File: config.mk
export PLATFORM = sky130hd
export DESIGN_NAME = tl_ul_reg_bridge
export DESIGN_NICKNAME = d
export VERILOG_FILES = /design/src/rtl/tl_ul_reg_bridge.sv
export SDC_FILE = /design/constraint.sdc
export NUM_CORES = 1
export LEC_CHECK = 0
export ABC_CLOCK_PERIOD_IN_PS = 1600
export BUFFER_PORTS_ARGS = -buffer_cell sky130_fd_sc_hd__buf_2
export CAP_MARGIN = 0
export CORE_AREA = 5 5 136 138
export CTS_BUF_LIST = sky130_fd_sc_hd__clkbuf_4 sky130_fd_sc_hd__clkbuf_8
export CTS_CLUSTER_DIAMETER = 150
export DETAILED_ROUTE_END_ITERATION = 7
export DIE_AREA = 0 0 141 143
export PLACE_DENSITY = 0.71
export SKIP_CTS_REPAIR_TIMING = 1
export SLEW_MARGIN = 15
export SYNTH_ARGS = -nofsm -noshare
export SYNTH_HDL_FRONTEND = slang
export SYNTH_SLANG_ARGS = --single-unit
File: constraint.sdc
create_clock -name clock -period 1.6 [get_ports clock]
set_clock_uncertainty 0.15 [all_clocks]
set_input_delay 0.08 -clock clock [delete_from_list [all_inputs] [get_ports clock]]
set_output_delay 0.08 -clock clock [all_outputs]
set_load 0.01 [all_outputs]
File: src/rtl/tl_ul_reg_bridge.sv
// TL-UL slave endpoint that turns one buffered A request into one req/ack register transfer and one D response.
// Optional REQ-state watchdog enabled with `define TL_REG_BRIDGE_TIMEOUT_EN (limit set by TIMEOUT_CYCLES).
//
//   state | meaning
//   IDLE  | a_ready high, waiting for an A request
//   REQ   | register request pending, waiting for reg_ack (or timeout)
//   RESP  | D response valid, waiting for d_ready
module tl_ul_reg_bridge #(
    parameter int unsigned TIMEOUT_CYCLES = 256
) (
    input  logic        clock,
    input  logic        reset,
    output logic        auto_in_a_ready,
    input  logic        auto_in_a_valid,
    input  logic [2:0]  auto_in_a_bits_opcode,
    input  logic [1:0]  auto_in_a_bits_size,
    input  logic [2:0]  auto_in_a_bits_source,
    input  logic [30:0] auto_in_a_bits_address,
    input  logic [7:0]  auto_in_a_bits_mask,
    input  logic [63:0] auto_in_a_bits_data,
    input  logic        auto_in_d_ready,
    output logic        auto_in_d_valid,
    output logic [2:0]  auto_in_d_bits_opcode,
    output logic [1:0]  auto_in_d_bits_size,
    output logic [2:0]  auto_in_d_bits_source,
    output logic [63:0] auto_in_d_bits_data,
    output logic        reg_req_valid,
    output logic        reg_req_write,
    output logic [30:0] reg_req_addr,
    output logic [63:0] reg_req_wdata,
    output logic [7:0]  reg_req_wmask,
    input  logic        reg_ack,
    input  logic [63:0] reg_rdata,
    output logic        err_timeout
);

    localparam logic [2:0] OpPutFull    = 3'd0;
    localparam logic [2:0] OpPutPartial = 3'd1;
    localparam logic [2:0] OpGet        = 3'd4;

    if (TIMEOUT_CYCLES < 2 || TIMEOUT_CYCLES > 65535) begin : gBadTimeout
        $error("tl_ul_reg_bridge: TIMEOUT_CYCLES must be in 2..65535");
    end

    typedef enum logic [1:0] {IDLE, REQ, RESP} stateT;

    stateT       state, stateNext;
    logic [2:0]  opcodeQ;
    logic [1:0]  sizeQ;
    logic [2:0]  sourceQ;
    logic [30:0] addrQ;
    logic [7:0]  maskQ;
    logic [63:0] wdataQ;
    logic [63:0] dDataQ;
    logic        aFire, ackTake, timeoutHit, inSupported, isReadQ;

    assign inSupported = (auto_in_a_bits_opcode == OpPutFull) ||
                         (auto_in_a_bits_opcode == OpPutPartial) ||
                         (auto_in_a_bits_opcode == OpGet);
    assign isReadQ = (opcodeQ == OpGet);

`ifdef TL_REG_BRIDGE_TIMEOUT_EN
    localparam logic [15:0] TimeoutLast = 16'(TIMEOUT_CYCLES - 1);
    logic [15:0] timeoutCnt;
    logic        errTimeoutQ;
    assign timeoutHit  = (state == REQ) && !reg_ack && (timeoutCnt == TimeoutLast);
    assign err_timeout = errTimeoutQ;
`else
    assign timeoutHit  = 1'b0;
    assign err_timeout = 1'b0;
`endif

    always_ff @(posedge clock) begin
        if (reset) state <= IDLE;
        else       state <= stateNext;
    end

    always_comb begin
        stateNext = state;
        aFire     = 1'b0;
        ackTake   = 1'b0;
        case (state)
            IDLE: if (auto_in_a_valid) begin
                aFire     = 1'b1;
                stateNext = inSupported ? REQ : RESP;
            end
            REQ: begin
                if (reg_ack) begin
                    ackTake   = 1'b1;
                    stateNext = RESP;
                end else if (timeoutHit) begin
                    stateNext = RESP;
                end
            end
            RESP: if (auto_in_d_ready) stateNext = IDLE;
            default: stateNext = IDLE;
        endcase
    end

    always_ff @(posedge clock) begin
        if (reset) begin
            opcodeQ <= '0;
            sizeQ   <= '0;
            sourceQ <= '0;
            addrQ   <= '0;
            maskQ   <= '0;
            wdataQ  <= '0;
            dDataQ  <= '0;
        end else if (aFire) begin
            opcodeQ <= auto_in_a_bits_opcode;
            sizeQ   <= auto_in_a_bits_size;
            sourceQ <= auto_in_a_bits_source;
            addrQ   <= auto_in_a_bits_address;
            maskQ   <= (auto_in_a_bits_opcode == OpGet) ? 8'h00 : auto_in_a_bits_mask;
            wdataQ  <= auto_in_a_bits_data;
            dDataQ  <= '0;
        end else if (ackTake) begin
            dDataQ  <= isReadQ ? reg_rdata : 64'd0;
        end else if (timeoutHit) begin
            // Reads that never complete return all ones so software can spot the hole.
            dDataQ  <= isReadQ ? {64{1'b1}} : 64'd0;
        end
    end

`ifdef TL_REG_BRIDGE_TIMEOUT_EN
    always_ff @(posedge clock) begin
        if (reset) begin
            timeoutCnt  <= '0;
            errTimeoutQ <= 1'b0;
        end else begin
            if (aFire)                            timeoutCnt <= '0;
            else if (state == REQ && !reg_ack)    timeoutCnt <= timeoutCnt + 16'd1;
            if (timeoutHit)                       errTimeoutQ <= 1'b1;
        end
    end
`endif

    assign auto_in_a_ready       = (state == IDLE);
    assign auto_in_d_valid       = (state == RESP);
    assign auto_in_d_bits_opcode = {2'b00, isReadQ};
    assign auto_in_d_bits_size   = sizeQ;
    assign auto_in_d_bits_source = sourceQ;
    assign auto_in_d_bits_data   = dDataQ;
    assign reg_req_valid         = (state == REQ);
    assign reg_req_write         = (state == REQ) && !isReadQ;
    assign reg_req_addr          = addrQ;
    assign reg_req_wdata         = wdataQ;
    assign reg_req_wmask         = maskQ;

endmodule

=== Yosys cells after proc, flatten, opt, wreduce, memory -nomap -nowiden ===
Index checks and enable logic that the tools add are counted.
Widths: inputs -> output; s select.

* Equality and inequality tests: 8
* Muxes and demuxes: 11
* Reduce and logical (&&, ||, !) cells: 8

{| class="wikitable"
|+ Operators with widths
! operator !! count
|-
| $mux 64 || 1
|-
| $mux 2 || 4
|-
| $mux 8 || 1
|-
| $eq 3x3->1 const B || 2
|-
| $pmux 2 s3 || 1
|-
| $mux 1 || 4
|-
| $ne 2x1->1 const B || 2
|-
| $eq 3x1->1 const B || 1
|-
| $logic_not 3->1 || 1
|-
| $reduce_and 3->1 || 1
|-
| $eq 2x1->1 const B || 1
|-
| $eq 2x2->1 const B || 1
|-
| $logic_not 2->1 || 1
|-
| $logic_or 1x1->1 || 2
|-
| $ne 2x2->1 const B || 1
|-
| $reduce_or 2->1 || 1
|-
| $logic_and 1x1->1 || 1
|-
| $logic_not 1->1 || 1
|}

* Register bits after elaboration: 177
* Input bits: 180
* Output and inout port bits: 180

=== Depth between registers and ports, before layout ===
* Depth after elaboration: 6
* Mapped depth: 5
* Gate-level depth less buffers: 3

=== Worst setup path before layout ===
OpenSTA, ideal clock, no wires.

* Path type: register to register
* From: register state[1]
* To: register dDataQ[23] (netlist: auto_in_d_bits_data[23])
* Setup time: 0.132 ns
* Arrival: 1.227 ns
* Data required time: 1.318 ns
* Setup slack: 0.090 ns
* Cell stages (with the launch flop): 6
* Buffers on the path: 2
* Path through: dfxtp_1 nor2_2 a21o_1 buf_2 clkbuf_1 a21oi_1

* Longest elaborated chain between the ends: 3
* Elaborated cells on any way between the ends: 5

{| class="wikitable"
|+ RTL lines
! item !! line !! source
|-
| start: declaration || 47 || <nowiki>stateT state, stateNext;</nowiki>
|-
| start signal: assignment || 75 || <nowiki>else state <= stateNext;</nowiki>
|-
| $logic_not 2->1 || n/a ||
|-
| net auto_in_a_ready || 13 || <nowiki>output logic auto_in_a_ready,</nowiki>
|-
| $mux 1 || 82 || <nowiki>case (state)</nowiki>
|-
| $reduce_or 2->1 (no source line) || n/a ||
|-
| end signal: assignment || 118 || <nowiki>dDataQ <= isReadQ ? reg_rdata : 64'd0;</nowiki>
|-
| end signal: assignment || 121 || <nowiki>dDataQ <= isReadQ ? {64{1'b1}} : 64'd0;</nowiki>
|-
| end: declaration || 54 || <nowiki>logic [63:0] dDataQ;</nowiki>
|}

The timed path passes the listed nets, and every way through them passes these cells.
A chain may end at the register's enable or synchronous reset.

=== Worst setup path in the final report ===
* From: register state[1]
* To: register dDataQ[4] (netlist: auto_in_d_bits_data[4])

* Longest elaborated chain between the ends: 3
* Elaborated cells on any way between the ends: 5

{| class="wikitable"
|+ RTL lines
! item !! line
|-
| $logic_not 2->1 || 82
|-
| $mux 1 || 82
|-
| $reduce_or 2->1 (no source line) || n/a
|}

Several ways; a longest one is shown, not always the timed one.

==> impl_metrics.yaml <==
outcome:
  outcome: "finished with violations"
  failed_checks: "negative setup slack"
floorplanning:
  dieHeight_um: 143
  ios: 360
  die_width_um: 141
  coreArea_mm2: 0.0171
  fp-row-count: 48
  start_util: 0.343
  fp.dieArea_mm2: 0.0202
grt:
  grt_usage: 0.177
  grt_overflow: 0
  grt_pass1_wl_um: 28500
  antenna_found_initial: 0
  grt_pass1_vias: 5455
  grt_max_degree: 67
setup_path:
  worstSetupEndpointType: "flip-flop"
  path_cells: "buf_4 > and3b_2 > buf_12 > clkbuf_16 > nand3_1 > a21oi_1"
  reg2regPathDepth: 6
  reg2reg_from: "state[1]$_SDFFE_PP0P_"
  start_kind: "flip-flop"
  r2r_setup_slack_ps: -40
  worstPathRequired_ps: 1810
  crit_type: "reg2reg"
  cp.arrival_ps: 1850
  cpMaxStageDelayCell: "dfxtp_4"
  r2r_end: "auto_in_d_bits_data[4]$_SDFFE_PP0P_"
  critPathMaxStageDelay_ps: 380
  cp_max_fo: 10
synth:
  netlist_area_mm2: 0.00585
  syn_inst: 556
  synth-seq-cells: 177
  avgSynthCellArea_um2: 10.5
  yosysSeqAreaShare: 0.606
  yosysWarnings: 0
  synth_cell_types: 23
power_and_ir_drop:
  combPwrFrac: 0.171
  seqPwrFrac: 0.509
  switching_share: 0.273
  p_int_w: 0.00679
  cellPowerDensity_mw_per_mm2: 902
  ir_drop_mv: 0.508
  power_w: 0.00934
  clock_power_share: 0.320
  power_switching_w: 0.00255
  power.leakage_nw: 4.85
detailed_routing:
  ant_nets: 0
  vias_per_cell: 4.95
  dr.pass1.iters: 5
  drt_iter0_markers: 365
  finalWirelength_um: 24300
  drc: 0
  wl_per_cell_um: 18.2
  via_count: 6594
timing:
  hold_viol: 0
  setup_viol_count_final: 4
  fmax_mhz: 609
  drv_slew: 0
  fin_crit_ps: 1640
  tns_ps: -120
  rsz0062_at_grt: "true"
  postLayoutSetupSlackWorst_ps: -41.9
  finalCritPeriodShare: 1.03
clock_network:
  cts_sinks: 177
  cts_tree: "done"
  root_buffer: "clkbuf_8"
  cts_buffer_depth: 2
  clock_latency_ps: 440
  path_clk_slew_ps: 100
  htreeDepth: 4
  cts_buffers: 17
placed_design:
  dp_slack_ps: 3.97
  dpl_cell_area_mm2: 0.00794
  hpwl_um: 14000
  numPortBuffers: 356
  place_congestion: 0.879
min_path:
  hold_end: "reg_req_addr[1]$_SDFFE_PP0P_"
  hold_path_class: "in2reg"
  hp-start: "auto_in_a_bits_address[1]"
  hold_depth: 3
cells_and_area:
  syn_to_final_growth_pct: 76.9
  stdcell_area_mm2: 0.0103
  mostFrequentLayoutCells: "356 x buf_2, 179 x dlygate4sd3_1, 173 x dfxtp_1, 111 x a22o_1"
  final_common_cell: "buf_2"
  postLayoutCoreUtil: 0.607
  nets: 1274
  n_antenna_cell: 0
  drive_above_1_share: 0.399
job:
  cap_violations: 0
critical path, delay by kind of cell (launching register included):
family | cells | cell delay [ps]
buffers and inverters | 3 | 450
flip-flops | 1 | 380
AND/OR/NAND/NOR | 2 | 380
AO/OA/AOI/OAI | 1 | 200
sequential cells by signal, summed over array words and instances, names as in the netlist:
name	count
auto_in_d_bits_data	64
auto_in_d_bits_size	2
auto_in_d_bits_source	3
opcodeQ	3
reg_req_addr	31
reg_req_wdata	64
reg_req_wmask	8
state	2
power by group through the flow:
stage                     clock network, W  logic (W)  registers (W)
after detailed placement                 0    0.00114        0.00482
after global placement                   0    0.00112        0.00484
after global routing               0.00327    0.00170        0.00478
final                              0.00298    0.00160        0.00475
after floorplan                          0   0.000436        0.00492
after CTS                          0.00309    0.00114        0.00473
cells in the mapped netlist:
cell type	instances	share of area
nand2b_1	1	0.0011
conb_1	1	0.00064
nor3b_1	1	0.0013
a22o_1	111	0.17
and3b_1	1	0.0015
nor2_2	1	0.0011
dfxtp_1	177	0.61
nor3_1	2	0.0017
a21boi_2	1	0.0019
buf_4	14	0.018
nor2b_1	2	0.0021
a21o_1	1	0.0013
buf_2	35	0.030
nand3b_1	2	0.0026
a21oi_1	65	0.056
nor4b_4	1	0.0041
nand3_1	64	0.055
inv_1	1	0.00064
a31oi_1	2	0.0021
nand2_1	64	0.041
nor2_1	2	0.0013
a21oi_2	1	0.0015
clkbuf_1	6	0.0038
how the worst max path moves through the flow:
stage | start | end | slack [ps] | cells past startpoint
final | state[1]$_SDFFE_PP0P_ | auto_in_d_bits_data[4]$_SDFFE_PP0P_ | -40 | 6
after floorplan | state[1]$_SDFFE_PP0P_ | auto_in_d_bits_data[23]$_SDFFE_PP0P_ | 90 | 5
after global routing | opcodeQ[2]$_SDFFE_PP0P_ | reg_req_write | -140 | 4
after CTS | opcodeQ[2]$_SDFFE_PP0P_ | reg_req_write | -250 | 4
after global placement | state[1]$_SDFFE_PP0P_ | reg_req_wdata[10]$_SDFFE_PP0P_ | 40 | 4
after detailed placement | state[1]$_SDFFE_PP0P_ | reg_req_wdata[37]$_SDFFE_PP0P_ | 4 | 4
metal layers:
layer | track usage | wire, um | vias up
li1 | - | - | 3080
met1 | 0.202 | 9190 | 3102
met2 | 0.302 | 12700 | 337
met3 | 0.0579 | 1550 | 75
met4 | 0.0806 | 869 | 0
met5 | 0 | 0 | -
per-stage QoR:
stage,instances,hold slack [ps]
CTS,1140,-363
detailed placement,1108,142
floorplan,558,-0.586
global route,1332,193
global placement,1108,139
finish,1332,225
layout make-up:
cell class	instances	area (um^2)
tap	225	282
multi-input combinational	325	2060
clock buffer	19	249
timing repair buffer	572	4070
inverter	1	3.75
sequential	177	3550
clock inverter	13	126
fill	1342	6710
cells by family after synthesis:
group                  count (synthesis)  synth area share
buffers and inverters                 56            0.0524
AO/OA/AOI/OAI                        181             0.229
other                                  1          0.000641
flip-flops                           177             0.606
AND/OR/NAND/NOR                      141             0.113
No activity file was read; power rests on OpenSTA's default activity.
